$ cat src/rtl/hdmi_cfg_sched.sv
// HDMI configuration scheduler: resets the MS7210, then walks the MS7200
// (rx) and MS7210 (tx) register tables, issuing one I2C write per entry.
// Entries with dev == 8'hFF are pauses of data*DLY_UNIT cycles. A NACKed
// write is retried up to MAX_RETRY times before the block parks in ERR.
// RST_HOLD and RST_WAIT are expected to be at least 1.
module hdmi_cfg_sched #(
  parameter int unsigned RST_HOLD   = 1000,
  parameter int unsigned RST_WAIT   = 1000,
  parameter int unsigned DLY_UNIT   = 1000,
  parameter int unsigned MAX_RETRY  = 3,
  parameter int unsigned AUTO_START = 1
) (
  input  logic        sys_clk,
  input  logic        sys_rst_n,
  input  logic        start,
  output logic [7:0]  rx_tbl_addr,
  input  logic [31:0] rx_tbl_data,
  input  logic [7:0]  rx_tbl_len,
  output logic [7:0]  tx_tbl_addr,
  input  logic [31:0] tx_tbl_data,
  input  logic [7:0]  tx_tbl_len,
  output logic        iic_req,
  output logic [7:0]  iic_dev,
  output logic [15:0] iic_reg,
  output logic [7:0]  iic_wdata,
  input  logic        iic_done,
  input  logic        iic_nack,
  output logic        ms7210_rstn_out,
  output logic        rx_init_over,
  output logic        tx_init_over,
  output logic        busy,
  output logic        err
);

  typedef enum logic [3:0] {
    IDLE, RST_LO, RST_HI, FETCH, LOAD, WRITE, DELAY, NEXT, DONE, ERR
  } state_t;

  state_t      state;
  logic        ph;
  logic [8:0]  idx;
  logic [31:0] cnt;
  logic [31:0] retry;
  logic        auto_go;
  logic [31:0] tbl_data;
  logic [8:0]  tbl_len;
  logic [31:0] dly_cycles;

  // The active phase selects which table feeds the sequencer; the idle
  // table's address is parked at zero.
  assign tbl_data    = ph ? tx_tbl_data : rx_tbl_data;
  assign tbl_len     = {1'b0, (ph ? tx_tbl_len : rx_tbl_len)};
  assign rx_tbl_addr = (busy && !ph) ? idx[7:0] : 8'd0;
  assign tx_tbl_addr = (busy &&  ph) ? idx[7:0] : 8'd0;
  assign dly_cycles  = 32'(tbl_data[7:0]) * DLY_UNIT;
  assign busy        = !((state == IDLE) || (state == DONE) || (state == ERR));

  // Main sequencer: state, counters, I2C request fields and status flags.
  always_ff @(posedge sys_clk or negedge sys_rst_n) begin
    if (!sys_rst_n) begin
      state           <= IDLE;
      ph              <= 1'b0;
      idx             <= 9'd0;
      cnt             <= 32'd0;
      retry           <= 32'd0;
      auto_go         <= (AUTO_START != 0);
      iic_req         <= 1'b0;
      iic_dev         <= 8'd0;
      iic_reg         <= 16'd0;
      iic_wdata       <= 8'd0;
      ms7210_rstn_out <= 1'b0;
      rx_init_over    <= 1'b0;
      tx_init_over    <= 1'b0;
      err             <= 1'b0;
    end else begin
      auto_go <= 1'b0;
      case (state)
        IDLE, DONE, ERR: begin
          if (start || auto_go) begin
            state           <= RST_LO;
            rx_init_over    <= 1'b0;
            tx_init_over    <= 1'b0;
            err             <= 1'b0;
            ph              <= 1'b0;
            idx             <= 9'd0;
            cnt             <= 32'd0;
            iic_req         <= 1'b0;
            ms7210_rstn_out <= 1'b0;
          end
        end
        RST_LO: begin
          if (cnt == RST_HOLD - 32'd1) begin
            cnt             <= 32'd0;
            ms7210_rstn_out <= 1'b1;
            state           <= RST_HI;
          end else begin
            cnt <= cnt + 32'd1;
          end
        end
        RST_HI: begin
          if (cnt == RST_WAIT - 32'd1) begin
            cnt   <= 32'd0;
            idx   <= 9'd0;
            state <= FETCH;
          end else begin
            cnt <= cnt + 32'd1;
          end
        end
        FETCH: begin
          retry <= 32'd0;
          if (idx >= tbl_len) begin
            state <= NEXT;
          end else begin
            state <= LOAD;
          end
        end
        LOAD: begin
          if (tbl_data[31:24] == 8'hFF) begin
            if (dly_cycles == 32'd0) begin
              idx   <= idx + 9'd1;
              state <= FETCH;
            end else begin
              cnt   <= dly_cycles - 32'd1;
              state <= DELAY;
            end
          end else begin
            iic_dev   <= tbl_data[31:24];
            iic_reg   <= tbl_data[23:8];
            iic_wdata <= tbl_data[7:0];
            iic_req   <= 1'b1;
            state     <= WRITE;
          end
        end
        WRITE: begin
          if (iic_done) begin
            iic_req <= 1'b0;
            if (!iic_nack) begin
              idx   <= idx + 9'd1;
              state <= FETCH;
            end else if (retry < MAX_RETRY) begin
              retry <= retry + 32'd1;
              state <= LOAD;
            end else begin
              err   <= 1'b1;
              state <= ERR;
            end
          end
        end
        DELAY: begin
          if (cnt == 32'd0) begin
            idx   <= idx + 9'd1;
            state <= FETCH;
          end else begin
            cnt <= cnt - 32'd1;
          end
        end
        NEXT: begin
          if (!ph) begin
            rx_init_over <= 1'b1;
            ph           <= 1'b1;
            idx          <= 9'd0;
            state        <= FETCH;
          end else begin
            tx_init_over <= 1'b1;
            state        <= DONE;
          end
        end
        default: state <= IDLE;
      endcase
    end
  end

endmodule

$ cat config.mk
export PLATFORM = sky130hd
export DESIGN_NAME = hdmi_cfg_sched
export DESIGN_NICKNAME = d
export VERILOG_FILES = /design/src/rtl/hdmi_cfg_sched.sv
export SDC_FILE = /design/constraint.sdc
export NUM_CORES = 1
export LEC_CHECK = 0
export ABC_AREA = 1
export CAP_MARGIN = 20
export CORE_MARGIN = 3
export CORE_UTILIZATION = 50
export DETAILED_ROUTE_END_ITERATION = 16
export GPL_TIMING_DRIVEN = 0
export MAX_ROUTING_LAYER = met4
export PLACE_DENSITY_LB_ADDON = 0.12
export SLEW_MARGIN = 20
export SYNTH_ARGS = -nofsm -noshare
export SYNTH_HDL_FRONTEND = slang
export SYNTH_SLANG_ARGS = --single-unit
$ cat constraint.sdc
create_clock -name sys_clk -period 11.4 [get_ports sys_clk]
set_input_delay 1.14 -clock sys_clk [delete_from_list [all_inputs] [get_ports sys_clk]]
set_output_delay 1.14 -clock sys_clk [all_outputs]
set_load 0.05 [all_outputs]
==> impl_results.md <==
- Ratio of cells with drive above 1 in the final layout: 0.0845
- Sequential element share of the synthesized area: 0.299
- Post-CTS Setup Inserts: 0
- Setup TNS: 0 ns
- Critical path class: input pin to register
- Flop-to-flop setup slack: roughly 5.0 ns
- # fillers: 1,773
- Per-cell routed wire length: between 15 and 20 um
- Worst-Skew Late Latency: 0.42 ns
- H-tree levels: 4
- ANT cells: 0
- I/O Buffers: between 100 and 150
- Setup crit start kind: input pin
- Critical Path End: cnt[25]$_DFFE_PN0P_
- Die width: between 100 and 150 um
- Core Rows: 50
- Crit-path max cell delay: 0.66 ns
- Total CTS buffers: 17
- Largest fanout on the critical path: 10
- Syn nets: 1,598
- Final nets: about 1,800
- Largest family of logic cells by synthesized area: simple AND/OR/NAND/NOR gates
- Worst R2R Path Depth: 30
- # DRC: 0
- Routed wire length: just under 30,000 um
- Largest net degree at the start of global routing: 79
- Fraction of the cycle the final worst path needs: 0.573
- Seq cells post-synth: about 120
- RSZ-0062 raised after global routing: no
- Gr ovfl total: 0
- Vias per cell: 5.30
- Num ports: 139
- Adder-cell share of the synthesized area: 0.112
- Yosys top cell area share: 0.296
- Resized cells post-CTS: 0
- Synthesized cell area: roughly 10000 um2
- Status: finished clean
- Synth Instances: 1,439
- Total GRT Usage: 0.290
- Yosys top cell by area: dfrtp_1
- Post-synthesis simple-gate area fraction: 0.373
- Synth Flop Type: dfrtp_1
- Least-Margin Pin Slew: 1.04 ns
- Die H: between 100 and 150 um
- CTS tree: done
- Initial antenna violation count: 0
- Critical Path AT: slightly below 7 ns
- Core footprint: about 19,000 um2
- Cts hold-fix bufs: 0
- Crit path capture type: register
- Worst setup path start: rx_tbl_data[2]
- Post-synth EDFFs: 0
- Final antenna-violating net count: 0
- Synth Warn #: 0
- Xor and xnor fraction of the mapped netlist area: 0.0135
- Critical path required time: 11.76 ns
- Fmax: 153 MHz
- Area Overhead vs Synth: 24.3%
- Family with the most delay on the worst path: adder cells
- Async S/R FF share, synth: 1.00
- Main area contributors after synthesis: dfrtp_1 (30%), nand2_1 (15%), nand3_1 (7.2%)
- Cell with the most instances after synthesis: nand2_1
- Die area: around 21,000 um2
- Synth Area in Compound Gates: 0.0910
- Starting density of the core: 0.514
- First-pass GRT wire length: a little under 50,000 um
- Total stage count of the critical path: 26
- Worst slew margin: 0.302
- Synth top cells by count: nand2_1 (383), inv_1 (182), nor2_1 (176)
- Sequential Area: about 2900 um2
- Final clock skew: approximately 0.014 ns
- Hold Crit Class: register to register
- Area of the multi-input gates: between 5000 and 6000 um2
- Fin crit period: approximately 6.5 ns
- Drt initial violations: between 700 and 800
- CTS clock-pin slew for the worst setup and hold paths: approximately 0.06 ns
- Clk buf depth: 2
- Setup Viol. Count Final: 0
- FF-to-FF End: cnt[25]$_DFFE_PN0P_
- Clock sinks: between 100 and 150
- Post-DP HPWL: between 20,000 and 25,000 um
- Routability cong.: between 0.9 and 1
- Critical-path top delay cell: fa_1
- Reg2reg start: ph$_DFFE_PN0P_
- Crit-path most repeated cell: nand2_1
- Post-synthesis mux area share: 0.00721
- Mean post-synth cell area: about 6.7 um2
- Vias in the first global route: 9,606
- Drt first pass iters: 5
- Max Slew Vio Count: 0
- Final Hold Viols: 0
- Distinct cells, synth: 52
- Max-Cap Viols: 0
- Min Hold Slack: a little under 0.5 ns
- Root buffer cell: clkbuf_16
- DR vias: just under 10,000
- Worst Path Buf+Inv: 6
==> layout by cell type, fill, tap and decap left out, drive strengths merged, types with 2 or more instances in the layout <==
| cell | synthesis | final |
|---|---|---|
| o22ai | 5 | 5 |
| xor2 | 10 | 10 |
| nand3b | 4 | 4 |
| or2 | 15 | 15 |
| a31oi | 25 | 25 |
| nor2 | 191 | 191 |
| o31ai | 3 | 3 |
| nand3 | 142 | 142 |
| o221ai | 2 | 2 |
| clkinv | 0 | 4 |
| bufinv | 0 | 3 |
| nor3 | 40 | 40 |
| buf | 27 | 29 |
| a21oi | 43 | 43 |
| nor4 | 5 | 5 |
| dfrtp | 115 | 115 |
| o21a | 2 | 2 |
| xnor2 | 5 | 5 |
| fa | 21 | 21 |
| clkdlybuf4s50 | 0 | 137 |
| ha | 53 | 53 |
| clkbuf | 19 | 37 |
| nand2 | 391 | 391 |
| nand4 | 30 | 30 |
| o21ai | 66 | 66 |
| mux2i | 7 | 7 |
| inv | 204 | 211 |
| o211ai | 4 | 4 |
==> layout make-up <==
class / count / share of cell area
Inverter: 204 / 0.0637
Clock inverter: 14 / 0.0159
Tap cell: 260 / 0.0270
Sequential cell: 116 / 0.241
Timing Repair Buffer: 139 / 0.117
Buffer: 46 / 0.0203
Clock buffer: 18 / 0.0356
Multi-Input combinational cell: 1073 / 0.480
==> tightest hold or removal path, stage by stage, from the launching register on <==
cell and delay, ns:
dfrtp_1 0.32, inv_1 0.04, nor2_1 0.09
==> through the flow <==
| stage | worst slack, ns | util | area [um2] | cells |
|---|---|---|---|---|
| finish | 4.87 | 0.639 | 12100 | 1870 |
| global route | 4.40 | 0.639 | 12100 | 1870 |
| CTS | 4.91 | 0.639 | 12100 | 1870 |
| detailed placement | 4.50 | 0.606 | 11400 | 1838 |
| global placement | 4.53 | 0.604 | 11400 | 1837 |
| floorplan | 5.73 | - | 9710 | 1439 |
==> layer usage <==
layer / GRT usage / routed length, um / share of wire
met5: - / 0 / 0
met4: 0.0840 / 720 / 0.024
met3: 0.0557 / 1920 / 0.065
met2: 0.461 / 13700 / 0.46
met1: 0.382 / 13100 / 0.45
==> kinds of logic (layout without fill, tap and decap cells) <==
| logic type | after synthesis | count (layout) |
|---|---|---|
| buffers and inverters | 250 | 421 |
| other | 1 | 1 |
| and+or+nand+nor | 821 | 821 |
| muxes | 7 | 7 |
| AOI/OAI and AO/OA | 155 | 155 |
| adders and majority gates | 74 | 74 |
| DFF | 116 | 116 |
| xor gates and xnor gates | 15 | 15 |
==> worst min-delay path by stage <==
stage	startpoint	end	slack [ns]	depth (start not counted)
after floorplan	retry[1]$_DFFE_PN0P_	retry[1]$_DFFE_PN0P_	0.46	2
after global placement	retry[19]$_DFFE_PN0P_	retry[19]$_DFFE_PN0P_	0.47	2
after detailed placement	iic_dev[6]$_DFFE_PN0P_	iic_dev[6]$_DFFE_PN0P_	0.48	2
after CTS	iic_dev[6]$_DFFE_PN0P_	iic_dev[6]$_DFFE_PN0P_	0.49	2
after global routing	retry[7]$_DFFE_PN0P_	retry[7]$_DFFE_PN0P_	0.51	2
final	retry[31]$_DFFE_PN0P_	retry[31]$_DFFE_PN0P_	0.49	2
Power is left out: the tool's default activity adds up to more than one toggle a clock period on the data nets, which glitch-free logic cannot reach.
